==> src/rtl/dec_scan_pkg.sv <==
// Shared types and sizes for the 3-to-8 decoder scan controller.
// Holds FSM state encoding and index/dwell widths.
package dec_scan_pkg;

  typedef enum logic [1:0] {
    IDLE = 2'd0,
    SCAN = 2'd1,
    DONE = 2'd2
  } state_t;

  localparam int SEL_W   = 3;
  localparam int NUM_IDX = 8;
  localparam int DWELL_W = 4;

endpackage

==> src/rtl/dwell_cnt.sv <==
// Dwell counter: counts cycles spent on one decoder index, tc at DWELL-1.
// Latency: tc is decoded from the count register, same cycle.
// Backpressure: none; clr wins over inc, inc at tc wraps to zero.
module dwell_cnt
  import dec_scan_pkg::*;
#(
  parameter int DWELL = 4
) (
  input  logic clk,
  input  logic rst,
  input  logic clr,
  input  logic inc,
  output logic tc
);

  logic [DWELL_W-1:0] cnt;

  assign tc = (cnt == DWELL_W'(DWELL - 1));

  always_ff @(posedge clk or posedge rst) begin
    if (rst) begin
      cnt <= '0;
    end else if (clr || (inc && tc)) begin
      cnt <= '0;
    end else if (inc) begin
      cnt <= cnt + DWELL_W'(1);
    end
  end

endmodule

==> src/rtl/dec_scan_ctrl.sv <==
// Scans a 3-to-8 decoder through all 8 indices, holding each for DWELL cycles.
// Latency: all outputs registered, one edge after the deciding inputs.
// Backpressure: none; start ignored unless IDLE, stop aborts; DEC_SCAN_DIR_EN adds dir.
module dec_scan_ctrl
  import dec_scan_pkg::*;
#(
  parameter int DWELL = 4
) (
  input  logic             clk,
  input  logic             rst,
  input  logic             start,
  input  logic             stop,
  input  logic             cont,
`ifdef DEC_SCAN_DIR_EN
  input  logic             dir,
`endif
  output logic [SEL_W-1:0] sel,
  output logic             en,
  output logic             busy,
  output logic             done
);

  state_t             state, state_n;
  logic [SEL_W-1:0]   sel_n;
  logic               en_n, busy_n, done_n;
  logic               cnt_clr, cnt_inc, tc;
  logic               dir_eff;
  logic [SEL_W-1:0]   first_idx, last_idx;

`ifdef DEC_SCAN_DIR_EN
  assign dir_eff = dir;
`else
  assign dir_eff = 1'b0;
`endif

  assign first_idx = dir_eff ? SEL_W'(NUM_IDX - 1) : '0;
  assign last_idx  = dir_eff ? '0 : SEL_W'(NUM_IDX - 1);

  dwell_cnt #(.DWELL(DWELL)) u_dwell_cnt (
    .clk (clk),
    .rst (rst),
    .clr (cnt_clr),
    .inc (cnt_inc),
    .tc  (tc)
  );

  always_ff @(posedge clk or posedge rst) begin
    if (rst) begin
      state <= IDLE;
      sel   <= '0;
      en    <= 1'b0;
      busy  <= 1'b0;
      done  <= 1'b0;
    end else begin
      state <= state_n;
      sel   <= sel_n;
      en    <= en_n;
      busy  <= busy_n;
      done  <= done_n;
    end
  end

  always_comb begin
    state_n = state;
    sel_n   = '0;
    en_n    = 1'b0;
    busy_n  = 1'b0;
    done_n  = 1'b0;
    cnt_clr = 1'b1;
    cnt_inc = 1'b0;
    unique case (state)
      IDLE: begin
        if (start && !stop) begin
          state_n = SCAN;
          sel_n   = first_idx;
          en_n    = 1'b1;
          busy_n  = 1'b1;
        end
      end
      SCAN: begin
        // stop outranks both the wrap and the completion decision
        if (stop) begin
          state_n = IDLE;
        end else begin
          cnt_clr = 1'b0;
          cnt_inc = 1'b1;
          sel_n   = sel;
          en_n    = 1'b1;
          busy_n  = 1'b1;
          if (tc) begin
            if (sel != last_idx) begin
              sel_n = dir_eff ? sel - SEL_W'(1) : sel + SEL_W'(1);
            end else if (cont) begin
              sel_n = first_idx;
            end else begin
              state_n = DONE;
              sel_n   = '0;
              en_n    = 1'b0;
              busy_n  = 1'b0;
              done_n  = 1'b1;
            end
          end
        end
      end
      DONE: begin
        state_n = IDLE;
      end
      default: begin
        state_n = IDLE;
      end
    endcase
  end

endmodule
==> config.mk <==
export PLATFORM = sky130hd
export DESIGN_NAME = dec_scan_ctrl
export DESIGN_NICKNAME = d
export VERILOG_FILES = /design/src/rtl/dec_scan_pkg.sv /design/src/rtl/dwell_cnt.sv /design/src/rtl/dec_scan_ctrl.sv
export SDC_FILE = /design/constraint.sdc
export NUM_CORES = 1
export LEC_CHECK = 0
export BUFFER_PORTS_ARGS = -buffer_cell sky130_fd_sc_hd__buf_4
export CAP_MARGIN = 20
export CORE_UTILIZATION = 25
export DETAILED_ROUTE_END_ITERATION = 10
export GPL_TIMING_DRIVEN = 1
export PLACE_DENSITY = 0.44
export SETUP_SLACK_MARGIN = 0.3
export SKIP_LAST_GASP = 1
export SLEW_MARGIN = 15
export SYNTH_ARGS = -nofsm -noshare
export SYNTH_HDL_FRONTEND = slang
export SYNTH_SLANG_ARGS = --single-unit
==> constraint.sdc <==
create_clock -name clk -period 1.4 [get_ports clk]
set_input_delay 0.28 -clock clk [delete_from_list [all_inputs] [get_ports clk]]
set_output_delay 0.28 -clock clk [all_outputs]
set_load 0.03 [all_outputs]
* After elaboration in Yosys (flattened, before gate mapping)
Index checks and enable logic that the tools add are counted.
Storage, ports and cells: bits in read-only memories 0, RAM bits 0, memories kept 0, input bits 5, flip-flop bits (word level) 11, logic and storage cells 48, bits in latches 0
Operators by class: reduce and logical (&&, ||, !) cells 7, bitwise gates (word level) 0, eq/ne operators 7, shift-type cells 0, divide/modulo/power cells 0, multipliers 0, $lt $le $gt $ge 0, mux-type cells 27, add/subtract/negate cells 2
Operators by type and width (number):
- 1-bit 2-to-1 mux | 14
- 3-bit 2-to-1 mux | 4
- 2-bit 2-to-1 mux | 5
- 3-bit != test, second input constant | 3
- 4-bit 2-to-1 mux | 2
- 4-bit by 1-bit adder with 4-bit output, second input constant | 1
- 4-bit by 2-bit equality test with 1-bit output, second input constant | 1
- 2-bit one-hot mux with 2 select lines | 1
- 4-bit AND reduction | 1
- 3-bit by 1-bit adder with 3-bit output, second input constant | 1
- 3-bit by 2-bit != test with 1-bit output, second input constant | 1
- 2-bit by 1-bit equality test with 1-bit output, second input constant | 1
- 1-bit logical AND | 2
- 2-bit zero test | 1
- 2-bit != test, second input constant | 1
- 1-bit one-hot mux with 2 select lines | 1
- 2-bit nonzero test | 1
- 1-bit zero test | 1
- 1-bit logical OR | 1

* Longest topological paths before layout
depth after elaboration 5, mapped depth 5, depth with buffers taken out 5

* Hierarchy
From an unflattened synthesis, not the netlist that was laid out.
Unflattened totals: cells, all modules 49, area total of the unflattened synthesis 544.3 um2
By module, submodules not included:
- dec_scan_ctrl | times used 1, area an instance 327.8 um2, cells an instance 29, sequential area each 175.2 um2
- dwell_cnt | times used 1, area an instance 216.5 um2, cells an instance 20, sequential area each 100.1 um2

* Worst setup path before layout
OpenSTA, ideal clock, no wires.
kind register to register, start reg u_dwell_cnt.cnt[0], end reg sel[0], stages on the path, launching flop included 6, data arrival time 1411 ps, setup time 79 ps, path buffers 1, data required time 1321 ps, setup slack -89 ps, path through dfrtp_1 ha_1 or3b_1 clkbuf_2 or3_1 a21oi_1
Between the ends: cells in the longest elaborated chain, start to end 2
Ends and longest elaborated chain:
- start, declared | line dwell_cnt.sv:16 | logic [DWELL_W-1:0] cnt;
- start signal, assigned | line dwell_cnt.sv:26 | cnt <= cnt + DWELL_W'(1);
- 4-bit by 2-bit equality test with 1-bit output | line dwell_cnt.sv:18 | assign tc = (cnt == DWELL_W'(DWELL - 1));
- 3-bit by 2-bit != test with 1-bit output (no line)
- end signal, assigned | line dec_scan_ctrl.sv:56 | sel <= sel_n;
- end, declared | line dec_scan_ctrl.sv:17 | output logic [SEL_W-1:0] sel,
No other way between the ends. A chain may end at the register's enable or synchronous reset.

* Final worst setup path
start reg u_dwell_cnt.cnt[1], end reg state[0]
Between the ends: cells in the longest elaborated chain, start to end 3
Ends and longest elaborated chain:
- 4-bit by 2-bit equality test with 1-bit output | line dwell_cnt.sv:18
- 3-bit by 2-bit != test with 1-bit output (no line)
- 4-bit AND reduction (no line)
- end signal, assigned | line dec_scan_ctrl.sv:55 | state <= state_n;
- end, declared | line dec_scan_ctrl.sv:23 | state_t state, state_n;
No other way between the ends.

==> qor.yml <==
top_usage_layer: "met2"
grt_max_degree: 12
placed_cell_area_um2: 641.9
wirelength_um: 983
clock_path_buffers: 2
port_buffers: 10
clkLatencyLatePin_ns: 0.27
clk_pin_slew_ns: 0.08
start_util_pct: 27.24
ant_nets: 0
cts_max_level: 1
cts-buffers-inserted: 3
drive_above_1_share_pct: 43.28
fin_setup_tns_ns: -0.01760
leakage_nw: 0.3584
fmax_ghz: 0.7098
ctsHoldBuffers: 0
layout_commonest_cell: "buf_4"
grt_pass1_vias: 406
grt_overflow: 0
fin_crit_sh_pct: 100.6
gr-usage-met3_pct: 2.381
synthAdderAreaFrac_pct: 7.895
die_w_um: 45.61
diodes: 0
design_area_um2: 737.0
regArea_um2: 275.3
crit_arrival_ns: 1.57
fp.coreArea_mm2: 0.001745
violations: "negative setup slack"
synth_xor_area_share_pct: 3.684
finalHoldViolCount: 0
status: "finished with violations"
final_cell_mix: "buf_4 (14), dfrtp_1 (11), buf_6 (7)"
area_growth_pct: 55.00
io-pin-count: 11
dp_slack_ns: -0.05047
yosys_warnings: 0
synth_nets: 52
place_congestion: 0.6894
clk_root_buffer_cell: "clkbuf_4"
max-cap-violations: 0
worstHoldPathType: "input pin to async pin"
ys_seq_area_share_pct: 57.89
multi_input_area_um2: 216.5
nets: 76
row_count: 15
avgRoutedWirePerCell_um: 10.68
crit_type: "flop to flop"
powerDensity_mw_per_mm2: 827.6
syn_inst: 44
slew_headroom_pct: 69.73
vias: 384
yosys_register_bits: 11
die-area_mm2: 0.002080
cts_num_sinks: 11
rsz0062_at_grt: "true"
synth-compound-area-share_pct: 4.211
fillCellCount: 175
grt_usage_pct: 11.08
drtPass1Iterations: 3
synth_area_um2: 475.5
end_kind: "flop"
grtUsageMet2_pct: 18.00
fin_skew_ns: 0.002904
crit_required_ns: 1.56
report.final.setup_viol: 3
vias_per_cell: 4.174
yosys.area_share.simple_pct: 22.89
ir_drop_mv: 0.3655
grt_pass1_wl_mm: 1.607
post-route-drc-count: 0
min_period_ns: 1.409
synth_top_family_by_area: "simple AND/OR/NAND/NOR gates"
antenna_found_initial: 0
grt.met1_usage_pct: 13.02
yosys.cell_types.count: 17
die_h_um: 45.61
synth.avg_cell_area_um2: 10.81
dp_hpwl_um: 667.5
setup_ws_ns: -0.008828
cts_tree: "built"
worstSetupStartpointType: "flop"
tightest_slew_ns: 0.4535
final_max_slew_viol_count: 0
synth.area.mux_share_pct: 0
path_max_fanout: 4
drtIter0Drc: 5
## worst max-delay path, stage by stage, from the launching register on
cell	delay [ns]
dfrtp_1	0.36
ha_1	0.16
or3b_4	0.39
buf_4	0.16
nor3_4	0.16
nor2_1	0.07
## flip-flops by register name (all words and copies together) (netlist names)
register / cells
u_dwell_cnt.cnt: 4
done: 1
sel: 3
busy: 1
state: 2
## Yosys cell counts (all sizes together)
cell type | number | area [um^2]
nor3 | 3 | 15.01
nor4b | 2 | 17.52
buf | 1 | 7.510
inv | 1 | 3.750
nor3b | 2 | 15.01
nand2 | 7 | 26.28
xnor2 | 1 | 8.760
dfrtp | 11 | 275.3
a21oi | 3 | 15.01
xor2 | 1 | 8.760
or3 | 1 | 6.260
o21ai | 1 | 5.000
nand3 | 1 | 5.000
clkbuf | 1 | 5.000
nor2 | 4 | 15.01
or3b | 1 | 8.760
ha | 3 | 37.54
## cell type report
class	instances	share of cell area [%]
clock buffers	4	3.565
inverters	1	0.5093
multi-input cells	30	29.37
flip-flops and latches	11	37.35
well taps	25	4.244
repair buffers	21	24.96
## power by group
| part | leakage, nW | switching, W | internal, W |
|---|---|---|---|
| registers | 0.150 | 0.00000448 | 0.000323 |
| logic | 0.193 | 0.0000290 | 0.0000233 |
| clock network | 0.0150 | 0.000119 | 0.000110 |
| total | 0.358 | 0.000153 | 0.000457 |
## final timing paths
kind	start	slack (ns)	end	cells after the start
hold / removal	rst	0.008	done	2
hold reg to reg	u_dwell_cnt.cnt[0]	0.53	u_dwell_cnt.cnt[0]	2
max in group asynchronous	rst	1.08	state[1]	2
min in group clk	cont	0.19	done	2
setup / recovery	u_dwell_cnt.cnt[1]	-0.009	state[0]	5
setup reg to reg	u_dwell_cnt.cnt[1]	-0.009	state[0]	5
## layer usage
| metal | vias to the layer above | part of all wire, % |
|---|---|---|
| li1 | 194 | - |
| met1 | 175 | 45 |
| met2 | 10 | 47 |
| met3 | 5 | 4.1 |
| met4 | 0 | 3.6 |
| met5 | - | 0 |
## metrics by stage
stage               utilization (%)  std cells  hold WS [ns]  total power (W)
global placement              36.77         86        0.3120        0.0003811
finish                        42.22         92      0.008015        0.0006099
CTS                           41.22         92       0.02353        0.0006087
global route                  42.22         92       0.04582        0.0006298
detailed placement            36.77         86        0.3196        0.0003809
floorplan                         -         44        0.1324        0.0003582
## repair_timing
item	CTS	global route
gates resized for setup	8	5
setup buffers	2	0
setup endpoints to repair	13	17
endpoints found under the hold margin	0	0
## cells by family (layout without fill, tap and decap cells)
group	count (synthesis)	count (layout)
AO/OA/AOI/OAI	4	4
flip-flops	11	11
AND/OR/NAND/NOR	21	21
XOR/XNOR	2	2
adder cells (fa/ha/maj)	3	3
buffers and inverters	3	26
Note: power is estimated with default switching activity, not from simulation.
